## config.mk

```make
export PLATFORM = sky130hd
export DESIGN_NAME = sram_port_arbiter_flat
export DESIGN_NICKNAME = d
export VERILOG_FILES = /design/src/rtl/sram_port_arbiter_pkg.sv /design/src/rtl/sram_port_arbiter_if.sv /design/src/rtl/sram_port_arbiter_wait_timer.sv /design/src/rtl/sram_port_arbiter.sv /design/src/flat_wrapper.sv
export SDC_FILE = /design/constraint.sdc
export NUM_CORES = 1
export LEC_CHECK = 0
export ABC_CLOCK_PERIOD_IN_PS = 1700
export CORE_UTILIZATION = 34
export DETAILED_ROUTE_END_ITERATION = 12
export PLACE_DENSITY = 0.83
export SLEW_MARGIN = 20
export SYNTH_ARGS = -nofsm -noshare
export SYNTH_HDL_FRONTEND = slang
export SYNTH_SLANG_ARGS = --single-unit
```

## constraint.sdc

```tcl
create_clock -name clk -period 1.7 [get_ports clk]
set_input_delay 0.255 -clock clk [delete_from_list [all_inputs] [get_ports clk]]
set_output_delay 0.255 -clock clk [all_outputs]
set_load 0.005 [all_outputs]
```

## src/rtl/sram_port_arbiter_pkg.sv

```systemverilog
// Shared types and constants for the SRAM port arbiter.
// IDLE: arbitrate | ISSUE: drive port | WAIT: RD_LAT cycles | RESP: ack and re-arbitrate
package sram_port_arbiter_pkg;

    typedef enum logic [1:0] {
        ST_IDLE  = 2'd0,
        ST_ISSUE = 2'd1,
        ST_WAIT  = 2'd2,
        ST_RESP  = 2'd3
    } state_t;

    typedef enum logic {
        GNT_INST = 1'b0,
        GNT_DATA = 1'b1
    } gnt_t;

    localparam logic [3:0] WEN_LOAD = 4'b0000;

endpackage

```

## src/rtl/sram_port_arbiter_if.sv

```systemverilog
// Requester and shared-port signals of the SRAM arbiter.
// The slave modport is the arbiter; master is the pipeline plus the SRAM.
interface sram_port_arbiter_if;

    logic        inst_req;
    logic [31:0] inst_addr;
    logic        inst_ack;
    logic [31:0] inst_rdata;

    logic        data_req;
    logic [3:0]  data_wen;
    logic [31:0] data_addr;
    logic [31:0] data_wdata;
    logic        data_ack;
    logic [31:0] data_rdata;

    logic        mem_en;
    logic [3:0]  mem_wen;
    logic [31:0] mem_addr;
    logic [31:0] mem_wdata;
    logic [31:0] mem_rdata;

    logic        stall_req_if;
    logic        stall_req_mem;

    modport slave (
        input  inst_req, inst_addr,
        input  data_req, data_wen, data_addr, data_wdata,
        input  mem_rdata,
        output inst_ack, inst_rdata,
        output data_ack, data_rdata,
        output mem_en, mem_wen, mem_addr, mem_wdata,
        output stall_req_if, stall_req_mem
    );

    modport master (
        output inst_req, inst_addr,
        output data_req, data_wen, data_addr, data_wdata,
        output mem_rdata,
        input  inst_ack, inst_rdata,
        input  data_ack, data_rdata,
        input  mem_en, mem_wen, mem_addr, mem_wdata,
        input  stall_req_if, stall_req_mem
    );

endinterface

```

## src/rtl/sram_port_arbiter_wait_timer.sv

```systemverilog
// Loadable down-counter timing the SRAM read latency.
// done is high whenever the count has reached zero.
module sram_wait_timer #(
    parameter int W = 1
) (
    input  logic         clk,
    input  logic         rst,
    input  logic         i_load,
    input  logic [W-1:0] i_value,
    output logic         o_done
);

    logic [W-1:0] r_cnt;

    always_ff @(posedge clk) begin
        if (rst) begin
            r_cnt <= '0;
        end else if (i_load) begin
            r_cnt <= i_value;
        end else if (r_cnt != '0) begin
            r_cnt <= r_cnt - W'(1);
        end
    end

    assign o_done = (r_cnt == '0);

endmodule

```

## src/rtl/sram_port_arbiter.sv

```systemverilog
// Shares one single-ported SRAM between instruction fetch and the data path.
// Data has priority; a starvation limit guarantees forward progress for fetch.
module sram_port_arbiter
    import sram_port_arbiter_pkg::*;
#(
    parameter int RD_LAT     = 1,
    parameter int STARVE_MAX = 4
) (
    input  logic               clk,
    input  logic               rst,
    sram_port_arbiter_if.slave bus
);

    localparam int TW = $clog2(RD_LAT) + 1;
    localparam int SW = (STARVE_MAX < 1) ? 1 : $clog2(STARVE_MAX + 1);

    state_t        r_state;
    state_t        w_state_nxt;
    gnt_t          r_gnt;
    logic [SW-1:0] r_starve;
    logic          r_store;

    logic          r_mem_en;
    logic [3:0]    r_mem_wen;
    logic [31:0]   r_mem_addr;
    logic [31:0]   r_mem_wdata;
    logic          r_inst_ack;
    logic          r_data_ack;
    logic [31:0]   r_inst_rdata;
    logic [31:0]   r_data_rdata;

    logic          w_arb;
    logic          w_inst_elig;
    logic          w_data_elig;
    logic          w_starved;
    logic          w_pick_data;
    logic          w_pick_inst;
    logic          w_timer_load;
    logic          w_timer_done;
    logic          w_capture;

    // In RESP the acked requester still holds req, so it must not win again.
    always_comb begin
        w_arb       = (r_state == ST_IDLE) || (r_state == ST_RESP);
        w_inst_elig = bus.inst_req && !((r_state == ST_RESP) && (r_gnt == GNT_INST));
        w_data_elig = bus.data_req && !((r_state == ST_RESP) && (r_gnt == GNT_DATA));
        w_starved   = w_inst_elig && (r_starve == SW'(STARVE_MAX));
        w_pick_data = w_arb && w_data_elig && !w_starved;
        w_pick_inst = w_arb && !w_pick_data && w_inst_elig;
    end

    always_ff @(posedge clk) begin
        if (rst) begin
            r_state <= ST_IDLE;
        end else begin
            r_state <= w_state_nxt;
        end
    end

    always_comb begin
        w_state_nxt  = r_state;
        w_timer_load = 1'b0;
        case (r_state)
            ST_IDLE, ST_RESP: begin
                w_state_nxt = (w_pick_data || w_pick_inst) ? ST_ISSUE : ST_IDLE;
            end
            ST_ISSUE: begin
                w_timer_load = 1'b1;
                w_state_nxt  = ST_WAIT;
            end
            ST_WAIT: begin
                if (w_timer_done) begin
                    w_state_nxt = ST_RESP;
                end
            end
            default: begin
                w_state_nxt = ST_IDLE;
            end
        endcase
    end

    sram_wait_timer #(
        .W (TW)
    ) u_wait_timer (
        .clk     (clk),
        .rst     (rst),
        .i_load  (w_timer_load),
        .i_value (TW'(RD_LAT - 1)),
        .o_done  (w_timer_done)
    );

    assign w_capture = (r_state == ST_WAIT) && w_timer_done;

    // The mem_* registers double as the grant latch: loaded on grant, zero otherwise.
    always_ff @(posedge clk) begin
        if (rst) begin
            r_gnt        <= GNT_INST;
            r_store      <= 1'b0;
            r_mem_en     <= 1'b0;
            r_mem_wen    <= WEN_LOAD;
            r_mem_addr   <= '0;
            r_mem_wdata  <= '0;
            r_inst_ack   <= 1'b0;
            r_data_ack   <= 1'b0;
            r_inst_rdata <= '0;
            r_data_rdata <= '0;
        end else begin
            r_mem_en    <= w_pick_data || w_pick_inst;
            r_mem_wen   <= WEN_LOAD;
            r_mem_addr  <= '0;
            r_mem_wdata <= '0;
            if (w_pick_data) begin
                r_gnt       <= GNT_DATA;
                r_store     <= (bus.data_wen != WEN_LOAD);
                r_mem_wen   <= bus.data_wen;
                r_mem_addr  <= bus.data_addr;
                r_mem_wdata <= bus.data_wdata;
            end else if (w_pick_inst) begin
                r_gnt      <= GNT_INST;
                r_store    <= 1'b0;
                r_mem_addr <= bus.inst_addr;
            end
            r_inst_ack <= w_capture && (r_gnt == GNT_INST);
            r_data_ack <= w_capture && (r_gnt == GNT_DATA);
            if (w_capture && (r_gnt == GNT_INST)) begin
                r_inst_rdata <= bus.mem_rdata;
            end
            if (w_capture && (r_gnt == GNT_DATA) && !r_store) begin
                r_data_rdata <= bus.mem_rdata;
            end
        end
    end

    always_ff @(posedge clk) begin
        if (rst) begin
            r_starve <= '0;
        end else if (w_pick_data && w_inst_elig) begin
            if (r_starve != SW'(STARVE_MAX)) begin
                r_starve <= r_starve + SW'(1);
            end
        end else if (w_pick_inst || !bus.inst_req) begin
            r_starve <= '0;
        end
    end

    assign bus.mem_en        = r_mem_en;
    assign bus.mem_wen       = r_mem_wen;
    assign bus.mem_addr      = r_mem_addr;
    assign bus.mem_wdata     = r_mem_wdata;
    assign bus.inst_ack      = r_inst_ack;
    assign bus.inst_rdata    = r_inst_rdata;
    assign bus.data_ack      = r_data_ack;
    assign bus.data_rdata    = r_data_rdata;
    assign bus.stall_req_if  = bus.inst_req && !r_inst_ack;
    assign bus.stall_req_mem = bus.data_req && !r_data_ack;

endmodule
```

## src/flat_wrapper.sv

```systemverilog
// flat-port wrapper written by rule: the top's interface ports become plain ports
module sram_port_arbiter_flat import sram_port_arbiter_pkg::*;
#(
    parameter int RD_LAT     = 1,
    parameter int STARVE_MAX = 4
)
  (clk, rst, bus_inst_req, bus_inst_addr, bus_data_req, bus_data_wen, bus_data_addr, bus_data_wdata, bus_mem_rdata, bus_inst_ack, bus_inst_rdata, bus_data_ack, bus_data_rdata, bus_mem_en, bus_mem_wen, bus_mem_addr, bus_mem_wdata, bus_stall_req_if, bus_stall_req_mem);
  sram_port_arbiter_if bus_i ();
  input  logic clk;
  input  logic rst;
  input wire logic [$bits(bus_i.inst_req)-1:0] bus_inst_req;
  input wire logic [$bits(bus_i.inst_addr)-1:0] bus_inst_addr;
  input wire logic [$bits(bus_i.data_req)-1:0] bus_data_req;
  input wire logic [$bits(bus_i.data_wen)-1:0] bus_data_wen;
  input wire logic [$bits(bus_i.data_addr)-1:0] bus_data_addr;
  input wire logic [$bits(bus_i.data_wdata)-1:0] bus_data_wdata;
  input wire logic [$bits(bus_i.mem_rdata)-1:0] bus_mem_rdata;
  output wire logic [$bits(bus_i.inst_ack)-1:0] bus_inst_ack;
  output wire logic [$bits(bus_i.inst_rdata)-1:0] bus_inst_rdata;
  output wire logic [$bits(bus_i.data_ack)-1:0] bus_data_ack;
  output wire logic [$bits(bus_i.data_rdata)-1:0] bus_data_rdata;
  output wire logic [$bits(bus_i.mem_en)-1:0] bus_mem_en;
  output wire logic [$bits(bus_i.mem_wen)-1:0] bus_mem_wen;
  output wire logic [$bits(bus_i.mem_addr)-1:0] bus_mem_addr;
  output wire logic [$bits(bus_i.mem_wdata)-1:0] bus_mem_wdata;
  output wire logic [$bits(bus_i.stall_req_if)-1:0] bus_stall_req_if;
  output wire logic [$bits(bus_i.stall_req_mem)-1:0] bus_stall_req_mem;
  assign bus_i.inst_req = bus_inst_req;
  assign bus_i.inst_addr = bus_inst_addr;
  assign bus_i.data_req = bus_data_req;
  assign bus_i.data_wen = bus_data_wen;
  assign bus_i.data_addr = bus_data_addr;
  assign bus_i.data_wdata = bus_data_wdata;
  assign bus_i.mem_rdata = bus_mem_rdata;
  assign bus_inst_ack = bus_i.inst_ack;
  assign bus_inst_rdata = bus_i.inst_rdata;
  assign bus_data_ack = bus_i.data_ack;
  assign bus_data_rdata = bus_i.data_rdata;
  assign bus_mem_en = bus_i.mem_en;
  assign bus_mem_wen = bus_i.mem_wen;
  assign bus_mem_addr = bus_i.mem_addr;
  assign bus_mem_wdata = bus_i.mem_wdata;
  assign bus_stall_req_if = bus_i.stall_req_if;
  assign bus_stall_req_mem = bus_i.stall_req_mem;
  sram_port_arbiter #(.RD_LAT(RD_LAT), .STARVE_MAX(STARVE_MAX)) u_core (.clk(clk), .rst(rst), .bus(bus_i));
endmodule
```

==> metrics <==
status complete, but fails checks; failing checks setup timing; Detailed Route WL between 15000 and 20000 um; Hold Path Class input port to flip-flop; final hold violations 0; max-cap viol count 0; First-pass DRT Iterations 4; met2 wire length approximately 7800 um; crit end category flip-flop; crit path buf inv count 5; Power Density ~1300 nW/um^2; Tcrit/Tclk final 101%; core area 13300 um^2; pre-CTS setup slack -0.302 ns; post-layout min period ~1.7 ns; commonest non-fill, non-tap cells in the layout clkdlybuf4s50_1, dfxtp_1, nand2_1, a21oi_1, a22o_1; TritonCTS clock tree yes; Final setup viols 9; Rows 42; num ports roughly 270; slew margin rel. about 51%; cells after synthesis a little under 500; first-pass GRT wire length 22700 um; Synth async-reset ratio 0%; #FFs+latches synth 143; clk_skew approximately 0.0052 ns; dpl hpwl between 10000 and 15000 um; synthesized net count between 600 and 700; worst-margin pin slew ~0.73 ns; Max Root-Sink Buffers 2; # H-tree levels 4; layout cells sized above 1 12.7%; Syn Area/Cell 9.65 um^2; slowest CP cell dfxtp_2; setup ws final -0.0179 ns; CP Launch Type flip-flop; RSZ-0062 raised after global routing true; met1 WL 5800 um; Register-to-Register Path Depth 9; Post-synth EDFFs 0; final core area utilization 64.4%; Worst EP arrival approximately 2 ns; clock sinks between 100 and 150; # DRC 0; pin count of the biggest net entering global routing 70; initial antenna violation count 0; Setup Crit Path Kind flip-flop to flip-flop; Min-Delay Path Depth 4; Pwr Total 10.9 mW; routed vias/inst between 4 and 5; unique cell type count in the Yosys netlist 31; Max Slew Vio Count 0; sequential element share of the synthesized area 60.9%; vias in the first global route 4336; grt ovf 0; clock buffer count from CTS 17; Starting Density about a third; port bufs 272; hold_buf cts 0; CP Data Required Time about 2.0 ns; # fillers approximately 1100; Worst path top cell family by delay buffers and inverters; antenna viol nets, final 0; DR WL/cell about 16 um; Crit path depth 9; highest routed layer met4; mapped cell area 4700 um^2; R2R setup slack -0.02 ns; Final Net Count just over 900; largest area contributor in the netlist dfxtp_1; leak pwr 3.22 nW; All-Layer GR Usage a little over a fifth; Worst-path clk slew 0.06 ns; ys flop type dfxtp_1; vias after detailed routing 4403; synth warn 0; critical path's largest stage delay ~0.32 ns; area grow syn2layout 83.0%; root buf cell clkbuf_16; Peak Freq 0.582 GHz; Die ar. ~14000 um^2; most frequent CP cell buf_6; DR iter-0 viols 243; most common cell after layout, fill and taps aside clkdlybuf4s50_1; maximum vdd drop 0.670 mV; Synth area leaders dfxtp_1, nand2_1, a21oi_1; multi-input logic area around 1700 um^2; RePlAce Congestion around 0.76; register area 2870 um^2; setup TNS -0.134 ns; antenna fix cells 0; CP max FO 15; Synth top area share 60.9%; clk_lat worst skew 0.42 ns; WL met3 a little under 1000 um; Die Y about 120 um; die width 120 um; cell breakdown of the critical path buf_6 > ha_4 > buf_6 > and4b_1 > nor3_4 > buf_6 > buf_12 > buf_16 > and2_1
==> state kept, by name, indices dropped and copies added (netlist names) <==
| signal | cells |
|---|---|
| u_core.bus.inst_ack | 1 |
| u_core.bus.mem_addr | 32 |
| u_core.bus.data_ack | 1 |
| u_core.r_gnt | 1 |
| u_core.u_wait_timer.r_cnt | 1 |
| u_core.r_state | 2 |
| u_core.r_store | 1 |
| u_core.bus.inst_rdata | 32 |
| u_core.r_starve | 3 |
| u_core.bus.mem_wdata | 32 |
| u_core.bus.mem_wen | 4 |
| u_core.bus.data_rdata | 32 |
| u_core.bus.mem_en | 1 |
==> cell families after synthesis <==
kind of cell               count (synthesis)  synth area share, %
buffers and inverters                     38                 4.55
AOI/OAI and AO/OA                        108                 14.4
and+or+nand+nor                          192                 18.7
muxes                                      1                0.240
other                                      1               0.0798
DFF                                      143                 60.9
adders and majority gates                  4                 1.06
==> cells in the mapped netlist (all sizes together), types with 3 or more instances <==
master and instances:
dfxtp 143, nand2 132, a21oi 68, and2 36
a22o 32, buf 21, clkbuf 11, inv 6
nor2 6, nand2b 5, ha 4, a211oi 3
nor3b 3
==> through the flow <==
stage	instances	hold WS, ns	cell area [um^2]
after floorplan	487	0.377	4700
after global placement	927	0.440	7710
after detailed placement	928	0.445	7730
after CTS	963	0.344	8480
after global routing	966	0.357	8600
final	966	0.355	8600
==> worst min-delay path, stage by stage <==
cell and delay [ns]:
buf_2 0.12, buf_4 0.15, inv_1 0.07, a31o_2 0.15
==> final timing paths <==
check	from	end
worst min-delay path	rst	u_core.r_gnt
worst max-delay path	u_core.r_state[0]	u_core.bus.mem_wdata[25]
worst min register to register	u_core.bus.data_rdata[11]	u_core.bus.data_rdata[11]
worst max register to register	u_core.r_state[0]	u_core.bus.mem_wdata[25]
==> report_power, final <==
group / switching, mW / total [mW] / internal [mW] / leakage (nW)
Sequential: 0.186 / 4.01 / 3.83 / 1.16
Combinational: 1.15 / 3.00 / 1.85 / 1.76
Clock: 1.39 / 3.85 / 2.45 / 0.295
Total: 2.73 / 10.9 / 8.13 / 3.22
==> layout make-up <==
| cell class | instances | area share [%] |
|---|---|---|
| clock buffers | 22 | 5.63 |
| clock inverters | 9 | 1.53 |
| inverters | 6 | 0.262 |
| multi-input cells | 306 | 20.3 |
| flip-flops and latches | 143 | 33.3 |
| well taps | 176 | 2.56 |
| repair buffers | 304 | 36.4 |
==> routing by layer <==
layer / track usage (%) / vias to the layer above
met1: 22.8 / 2023
li1: - / 2193
met5: 0 / -
met2: 36.3 / 154
met4: 9.61 / 0
met3: 7.37 / 33
==> what timing repair did <==
| action | CTS | global route |
|---|---|---|
| endpoints found under the setup margin | 71 | 36 |
| gates cloned | 2 | 0 |
| pin swaps | 2 | 34 |
| buffers inserted | 2 | 4 |
| resized for setup | 14 | 30 |
Note: power is estimated with default switching activity, not from simulation.
